===== src/rtl/real2cpx_mc.sv =====
// Multi-channel real-to-complex converter: fs/4 quadrature mixer plus boxcar low-pass,
// one time-shared datapath. Optional dropped-sample counter under REAL2CPX_OVR_CNT_EN.
module real2cpx_mc #(
  parameter int unsigned W         = 12,
  parameter int unsigned NCH       = 2,
  parameter int unsigned LOG2_TAPS = 1
) (
  input  logic                           clk,
  input  logic                           reset,
  input  logic                           data_rdy,
  input  logic [NCH*W-1:0]               x_rx,
  output logic [NCH*(W+LOG2_TAPS)-1:0]   re,
  output logic [NCH*(W+LOG2_TAPS)-1:0]   im,
  output logic                           out_valid,
  output logic                           busy,
  output logic                           overrun
`ifdef REAL2CPX_OVR_CNT_EN
  ,
  output logic [7:0]                     ovr_cnt
`endif
);

  localparam int unsigned OW   = W + LOG2_TAPS;
  localparam int unsigned SW   = OW + 1;
  localparam int unsigned MW   = W + 1;
  localparam int unsigned TAPS = 1 << LOG2_TAPS;
  localparam int unsigned CHW  = (NCH > 1) ? $clog2(NCH) : 1;

  typedef enum logic [1:0] {
    S_IDLE,
    S_PROC,
    S_OUT
  } state_t;

  state_t                 state_q, state_d;
  logic [CHW-1:0]         ch_q, ch_d;
  logic [1:0]             phase_q, phase_d;
  logic [NCH*W-1:0]       samp_q, samp_d;
  logic signed [MW-1:0]   hist_re_q [NCH][TAPS];
  logic signed [MW-1:0]   hist_re_d [NCH][TAPS];
  logic signed [MW-1:0]   hist_im_q [NCH][TAPS];
  logic signed [MW-1:0]   hist_im_d [NCH][TAPS];
  logic signed [SW-1:0]   sum_re_q [NCH];
  logic signed [SW-1:0]   sum_re_d [NCH];
  logic signed [SW-1:0]   sum_im_q [NCH];
  logic signed [SW-1:0]   sum_im_d [NCH];
  logic [NCH*OW-1:0]      re_q, re_d;
  logic [NCH*OW-1:0]      im_q, im_d;
  logic                   out_valid_q, out_valid_d;
  logic                   busy_q, busy_d;
  logic                   overrun_q, overrun_d;
`ifdef REAL2CPX_OVR_CNT_EN
  logic [7:0]             ovr_cnt_q, ovr_cnt_d;
`endif

  logic signed [W-1:0]    x_cur;
  logic signed [MW-1:0]   x_ext;
  logic signed [MW-1:0]   x_neg;
  logic signed [MW-1:0]   mix_re;
  logic signed [MW-1:0]   mix_im;

  // Next-state, datapath and output logic
  always_comb begin
    state_d     = state_q;
    ch_d        = ch_q;
    phase_d     = phase_q;
    samp_d      = samp_q;
    hist_re_d   = hist_re_q;
    hist_im_d   = hist_im_q;
    sum_re_d    = sum_re_q;
    sum_im_d    = sum_im_q;
    re_d        = re_q;
    im_d        = im_q;
    out_valid_d = 1'b0;
    busy_d      = (state_q != S_IDLE);
    overrun_d   = overrun_q;
`ifdef REAL2CPX_OVR_CNT_EN
    ovr_cnt_d   = ovr_cnt_q;
`endif

    // Mixed value widened by one bit so negating the most negative sample is exact
    x_cur = signed'(samp_q[ch_q*W +: W]);
    x_ext = MW'(x_cur);
    x_neg = -x_ext;
    mix_re = '0;
    mix_im = '0;
    case (phase_q)
      2'd0:    mix_re = x_ext;
      2'd1:    mix_im = x_neg;
      2'd2:    mix_re = x_neg;
      default: mix_im = x_ext;
    endcase

    if (data_rdy && (state_q != S_IDLE)) begin
      overrun_d = 1'b1;
`ifdef REAL2CPX_OVR_CNT_EN
      if (ovr_cnt_q != 8'hFF) ovr_cnt_d = ovr_cnt_q + 8'd1;
`endif
    end

    case (state_q)
      S_IDLE: begin
        if (data_rdy) begin
          samp_d  = x_rx;
          ch_d    = '0;
          state_d = S_PROC;
        end
      end
      S_PROC: begin
        sum_re_d[ch_q] = sum_re_q[ch_q] + SW'(mix_re) - SW'(hist_re_q[ch_q][TAPS-1]);
        sum_im_d[ch_q] = sum_im_q[ch_q] + SW'(mix_im) - SW'(hist_im_q[ch_q][TAPS-1]);
        for (int t = TAPS - 1; t > 0; t--) begin
          hist_re_d[ch_q][t] = hist_re_q[ch_q][t-1];
          hist_im_d[ch_q][t] = hist_im_q[ch_q][t-1];
        end
        hist_re_d[ch_q][0] = mix_re;
        hist_im_d[ch_q][0] = mix_im;
        if (ch_q == CHW'(NCH - 1)) state_d = S_OUT;
        else                       ch_d    = ch_q + 1'b1;
      end
      S_OUT: begin
        out_valid_d = 1'b1;
        phase_d     = phase_q + 2'd1;
        for (int k = 0; k < NCH; k++) begin
          re_d[k*OW +: OW] = OW'(sum_re_q[k]);
          im_d[k*OW +: OW] = OW'(sum_im_q[k]);
        end
        state_d = S_IDLE;
      end
      default: state_d = S_IDLE;
    endcase
  end

  // State and datapath registers
  always_ff @(posedge clk) begin
    if (!reset) begin
      state_q     <= S_IDLE;
      ch_q        <= '0;
      phase_q     <= '0;
      samp_q      <= '0;
      for (int k = 0; k < NCH; k++) begin
        sum_re_q[k] <= '0;
        sum_im_q[k] <= '0;
        for (int t = 0; t < TAPS; t++) begin
          hist_re_q[k][t] <= '0;
          hist_im_q[k][t] <= '0;
        end
      end
      re_q        <= '0;
      im_q        <= '0;
      out_valid_q <= 1'b0;
      busy_q      <= 1'b0;
      overrun_q   <= 1'b0;
`ifdef REAL2CPX_OVR_CNT_EN
      ovr_cnt_q   <= '0;
`endif
    end else begin
      state_q     <= state_d;
      ch_q        <= ch_d;
      phase_q     <= phase_d;
      samp_q      <= samp_d;
      sum_re_q    <= sum_re_d;
      sum_im_q    <= sum_im_d;
      hist_re_q   <= hist_re_d;
      hist_im_q   <= hist_im_d;
      re_q        <= re_d;
      im_q        <= im_d;
      out_valid_q <= out_valid_d;
      busy_q      <= busy_d;
      overrun_q   <= overrun_d;
`ifdef REAL2CPX_OVR_CNT_EN
      ovr_cnt_q   <= ovr_cnt_d;
`endif
    end
  end

  assign re        = re_q;
  assign im        = im_q;
  assign out_valid = out_valid_q;
  assign busy      = busy_q;
  assign overrun   = overrun_q;
`ifdef REAL2CPX_OVR_CNT_EN
  assign ovr_cnt   = ovr_cnt_q;
`endif

endmodule


===== config.mk =====
export PLATFORM = sky130hd
export DESIGN_NAME = real2cpx_mc
export DESIGN_NICKNAME = d
export VERILOG_FILES = /design/src/rtl/real2cpx_mc.sv
export SDC_FILE = /design/constraint.sdc
export NUM_CORES = 1
export LEC_CHECK = 0
export ABC_AREA = 1
export CAP_MARGIN = 40
export CORE_ASPECT_RATIO = 1.25
export CORE_UTILIZATION = 45
export CTS_CLUSTER_SIZE = 12
export DETAILED_ROUTE_END_ITERATION = 6
export DONT_BUFFER_PORTS = 1
export PLACE_DENSITY = 0.63
export SLEW_MARGIN = 20
export SYNTH_ARGS = -nofsm -noshare
export SYNTH_HDL_FRONTEND = slang
export SYNTH_SLANG_ARGS = --single-unit

===== constraint.sdc =====
create_clock -name clk -period 4.53 [get_ports clk]
set_clock_uncertainty 0.1 [all_clocks]
set_input_delay 0.453 -clock clk [delete_from_list [all_inputs] [get_ports clk]]
set_output_delay 0.453 -clock clk [all_outputs]
set_load 0.01 [all_outputs]

Yosys cells after proc, flatten, opt, wreduce, memory -nomap -nowiden --
Cells that the tools add are included.
Storage, ports and cells: input bits 27, flip-flop bits (word level) 244, output and inout port bits 55, word-level logic and storage cells 82
Operators by class: equal/unequal tests 6, $lt $le $gt $ge 2, muxes and demuxes 33, reductions and logical operators 10, bitwise logic cells 1, multipliers 1, shifts and indexed selects 1, add/subtract/negate cells 7
Operator list (number):
- 52-bit bitwise mux | 4
- 26-bit two-way mux | 7
- 14-bit two-way mux | 7
- 28-bit bitwise mux | 2
- 26-bit demux with 1-bit select | 2
- 13-bit case mux with 2 select lines | 2
- 14-bit by 13-bit adder with 14-bit output | 2
- 14-bit by 13-bit subtractor with 14-bit output | 2
- 24-bit by 6-bit variable part select with 12-bit output | 1
- 14-bit demux with 1-bit select | 1
- 13-bit two-way mux | 1
- 12-bit negator with 13-bit output | 1
- 2-bit AND reduction | 3
- 2-bit by 1-bit == test with 1-bit output, second input constant | 2
- 2-bit == test, second input constant | 2
- 2-bit zero test | 2
- 2-bit two-way mux | 2
- 2-bit != test, second input constant | 2
- 2-bit case mux with 2 select lines | 1
- 2-bit nonzero test | 2
- 1-bit by 2-bit multiplier with 3-bit output, second input constant | 1
- 1-bit two-way mux | 3
- 2-bit by 1-bit adder with 2-bit output, second input constant | 1
- 2-bit >= comparator, second input constant | 1
- other kinds (6) | 7

Logic depth before layout (Yosys ltp) --
word-level depth 7, gate-level depth with buffers 24, mapped depth without buffers 23

Least setup slack after synthesis --
No wires, ideal clock.
path kind register -> register, start point register ch_q, end point register sum_re_q[12] (netlist bit), arrival time 3297 ps, stages on the path, launching flop included 25, slack 1024 ps, clock period less this slack 3506 ps, path buffers 1, cell sequence dfxtp_1 inv_2 buf_4 nand2_1 nand2_1 inv_1 ha_1 nand3_1 nor2_2 nand2_1 nor2_1 nand2_1 nand3_1 o21ai_2 fa_1 ha_1 inv_1 nor3_1 nand3_1 nand3_1 inv_1 nand3_1 nand3_1 nand2_1 inv_1
On the way: cells in the longest elaborated chain, start to end 7, elaborated cells between the ends (all ways) 19, classes of those cells add/sub: 3; mul: 1; order compare: 2; shift: 1; mux: 10; bitwise: 1; reduce/logical: 1
Ends and longest elaborated chain:
- start, declared | RTL line 36 | logic [CHW-1:0] ch_q, ch_d;
- start signal, assigned | RTL line 159 | ch_q <= ch_d;
- 1-bit by 2-bit multiplier with 3-bit output or 1-bit inverter with 2-bit output (tied branches) | RTL line 82, 110
- 24-bit by 6-bit variable part select with 12-bit output or 14-bit two-way mux (tied branches) | RTL line 82, 110
- 12-bit negator with 13-bit output or 14-bit two-way mux (tied branches) | RTL line 84, 110
- 13-bit case mux with 2 select lines or 14-bit two-way mux (tied branches) | RTL line 87, 110
- 14-bit by 13-bit adder with 14-bit output | RTL line 110 | sum_re_d[ch_q] = sum_re_q[ch_q] + SW'(mix_re) - SW'(hist_re_q[ch_q][TAPS-1]);
- 14-bit by 13-bit subtractor with 14-bit output | RTL line 110
- 28-bit bitwise mux (*) | RTL line 110
- end signal, assigned | RTL line 162 | sum_re_q <= sum_re_d;
- end, declared | RTL line 43 | logic signed [SW-1:0] sum_re_q [NCH];
Mark *: on every way between the ends. The rest lies on a longest branch, timed or not. The select of a mux whose other input is x is not followed. A chain may end at the register's enable or synchronous reset.

Final worst setup path --
start point register ch_q, end point register sum_re_q[26] (netlist bit)
Same word-level chain as after synthesis.

==> impl_results.md <==
- Status: complete, no violations
- Post-placement cell area: 11750 um^2
- Hold path startpoint: x_rx[16]
- Fmax: 251.2 MHz
- Slew HR: 46.21%
- Worst Max-Slew Pin Slew: 0.8068 ns
- # clock sinks: 240
- Clock Pin Slew Worst Setup and Hold Paths: 0.06 ns
- Top cell type's share of synthesized area: 41.83%
- Post-DP HPWL: 19590 um
- Skew-Pair Late Insertion Delay: 0.55 ns
- Wire length per cell: 16.20 um
- Overall fraction of global-route tracks in use: 23.75%
- Yosys top cell by area: dfxtp_1
- Ports: 82
- Leakage power: 5.736 nW
- Core footprint: 25130 um^2
- Commonest non-fill, non-tap cell in the layout: o21ai_0
- DRT iter0 DRCs: 642
- Maximum VDD drop: 0.0002739 V
- Final GP Congestion: 0.9069
- Sequential share of the synthesized area: 41.83%
- Via Count: 9820
- Critical path arrival: 4.33 ns
- FF-to-FF path depth: 19
- Root buf cell: clkbuf_16
- Commonest non-fill, non-tap cells in the layout: 264 x o21ai_0, 239 x dfxtp_1, 215 x inv_1
- H-tree levels: 1
- P per Cell Area: 476.1 nW/um^2
- Pre-Repair DR Iteration Count: 5
- Final ANT Viol Nets: 0
- Final hold vios: 0
- Inserted Diodes: 0
- Ys flop type: dfxtp_1
- Post-CTS Resized: 0
- Flop2flop setup slack: 0.55 ns
- Largest cells by area after synthesis: dfxtp_1 42%, o21ai_0 12%, inv_1 7.0%, nand2_1 6.0%, a21oi_1 5.6%
- Max Root-Sink Buffers: 3
- Final Cycle Share: 87.87%
- Critical path endpoint category: flop
- CTS Buf Count: 26
- Synth-to-Final Area Change: 10.63%
- #FFs+latches synth: 240
- Critical Path End: sum_re_q[26]$_SDFFE_PN0P_
- Async set-reset flop share out of synthesis: 0%
- EDFF count, synth: 0
- Die W: 144.9 um
- CTS tree: done
- Reg area: 4808 um^2
- Gr ovfl total: 0
- Largest net degree at the start of global routing: 138
- Port Buf Inserts: 0
- Initial antenna violation count: 0
- Worst-path maximum fanout: 22
- Netlist cell types: 37
- Die Ht: 180.6 um
- Syn avg cell area: 7.467 um^2
- Post-route cell area: 12710 um^2
- Worst r2r dst: sum_re_q[26]$_SDFFE_PN0P_
- Vias in the first global route: 9231
- Reg2reg start: ch_q$_SDFFE_PN0P_
- WS Path Type: flop to flop
- DRC errors left: 0
- Max cap viols: 0
- CP startpoint: ch_q$_SDFFE_PN0P_
- Setup TNS Final: 0 ns
- Vias per cell: 5.288
- Syn_nets: 1620
- Fillcell total: 2458
- CP Launch Type: flop
- Row count: 65
- Max-slew violations: 0
- Unrepaired setup endpoints after global routing: false
- Cells after synthesis: 1538
- Req. time, crit path: 4.88 ns
- Ys Warns: 0
- Worst min path class: primary input to flop
- First-pass GRT wire length: 48620 um
- Die area: 26170 um^2
- Tmin final: 3.981 ns
- Layout cell share with drive strength beyond 1: 5.650%
- Multi-input gate area: 5520 um^2
- Initial Utilization: 45.70%
- Final Setup Violations: 0
- Mapped cell area: 11480 um^2
- Final net count: 1591
- Final wirelength: 30090 um
[report_power, final]
part           total (W)  switching [W]  leakage (nW)  internal (W)
combinational    0.00174        0.00114          3.40      0.000602
clock            0.00198       0.000849         0.380       0.00113
sequential       0.00233      0.0000788          1.96       0.00225
[sequential cells by signal (all words and copies together) (netlist names), 2 cells and up]
signal / cells
hist_im_q: 52
hist_re_q: 52
im: 26
phase_q: 2
re: 26
samp_q: 24
state_q: 2
sum_im_q: 26
sum_re_q: 26
[metrics by stage]
stage / instances / utilization, % / hold slack (ns) / worst slack, ns / power [W]
2_1_floorplan: 1538 / - / 0.3136 / 1.024 / 0.003653
3_3_place_gp: 1799 / 46.52 / 0.3286 / 0.6025 / 0.004048
3_5_place_dp: 1802 / 46.77 / 0.3401 / 0.5634 / 0.004067
4_1_cts: 1857 / 50.56 / 0.007369 / 0.5600 / 0.006091
5_1_grt: 1857 / 50.56 / 0.01406 / 0.1219 / 0.006450
6_report: 1857 / 50.56 / 0.01949 / 0.5494 / 0.006049
[cell families (layout without fill, tap and decap cells)]
family	count (synthesis)	count (layout)	synth area share (%)
AO/OA/AOI/OAI	496	496	23.75
flip-flops	240	240	41.83
AND/OR/NAND/NOR	421	421	15.20
adder cells (fa/ha/maj)	55	55	7.561
buffers and inverters	309	293	10.30
XOR/XNOR	17	17	1.362
[worst max-delay path, cell delays in order, from the launching register on]
cell	delay [ns]
dfxtp_4	0.40
inv_2	0.07
buf_4	0.29
nand2_1	0.12
nand2_2	0.16
nand2_1	0.09
nor3_1	0.31
xor2_1	0.14
o21ai_1	0.45
fa_1	0.50
ha_1	0.37
a21oi_1	0.10
o21ai_0	0.25
nand2_1	0.09
nand3_1	0.12
inv_1	0.05
nand3_1	0.09
nand3_1	0.08
nand2_1	0.09
inv_1	0.03
[cells in the mapped netlist, types with 2 or more instances]
master	instances
inv_1	215
dfxtp_1	240
nand2_1	184
fa_1	24
nand4_1	7
o21ai_1	8
o21bai_1	42
clkinv_1	4
buf_4	2
xor2_1	9
inv_2	3
nand3_1	66
buf_1	3
clkbuf_1	75
nand3_2	3
or2_2	2
ha_1	31
nand2_2	6
o21ai_0	264
nand3b_1	2
o211ai_1	22
a31oi_1	4
a21o_1	4
o21a_1	6
nor2_2	2
a21oi_1	128
o22ai_1	8
o22ai_2	2
xnor2_1	7
buf_2	6
o21ai_2	7
nor3_1	5
nor2_1	143
[repair_timing]
action	CTS	global route
setup buffers	0	0
endpoints found under the hold margin	138	0
setup endpoints to repair	0	0
hold buffers	14	0
[layout make-up]
| type | count | area share (%) |
|---|---|---|
| clock buffer | 35 | 5.780 |
| sequential | 240 | 37.84 |
| multi-input combinational | 989 | 43.45 |
| inverter | 222 | 6.558 |
| timing repair buffer | 30 | 2.678 |
| clock inverter | 6 | 0.3939 |
| tap | 335 | 3.299 |
[how the worst min path moves through the flow]
stage,endpoint,slack [ns],cells past startpoint
after floorplan,hist_re_q[0]$_SDFFE_PN0P_,0.31,2
after global placement,hist_re_q[0]$_SDFFE_PN0P_,0.33,2
after detailed placement,hist_re_q[0]$_SDFFE_PN0P_,0.34,2
after CTS,samp_q[9]$_SDFFE_PN0P_,0.007,2
after global routing,samp_q[8]$_SDFFE_PN0P_,0.01,2
final,samp_q[16]$_SDFFE_PN0P_,0.02,2
[metal layers]
metal | GRT usage (%) | part of all wire [%] | vias up
li1 | - | - | 4955
met1 | 31.53 | 46 | 4575
met2 | 39.35 | 47 | 240
met3 | 3.428 | 5.0 | 50
met4 | 7.453 | 2.6 | 0
met5 | 0 | 0 | -
Note: power is estimated with default switching activity, not from simulation.
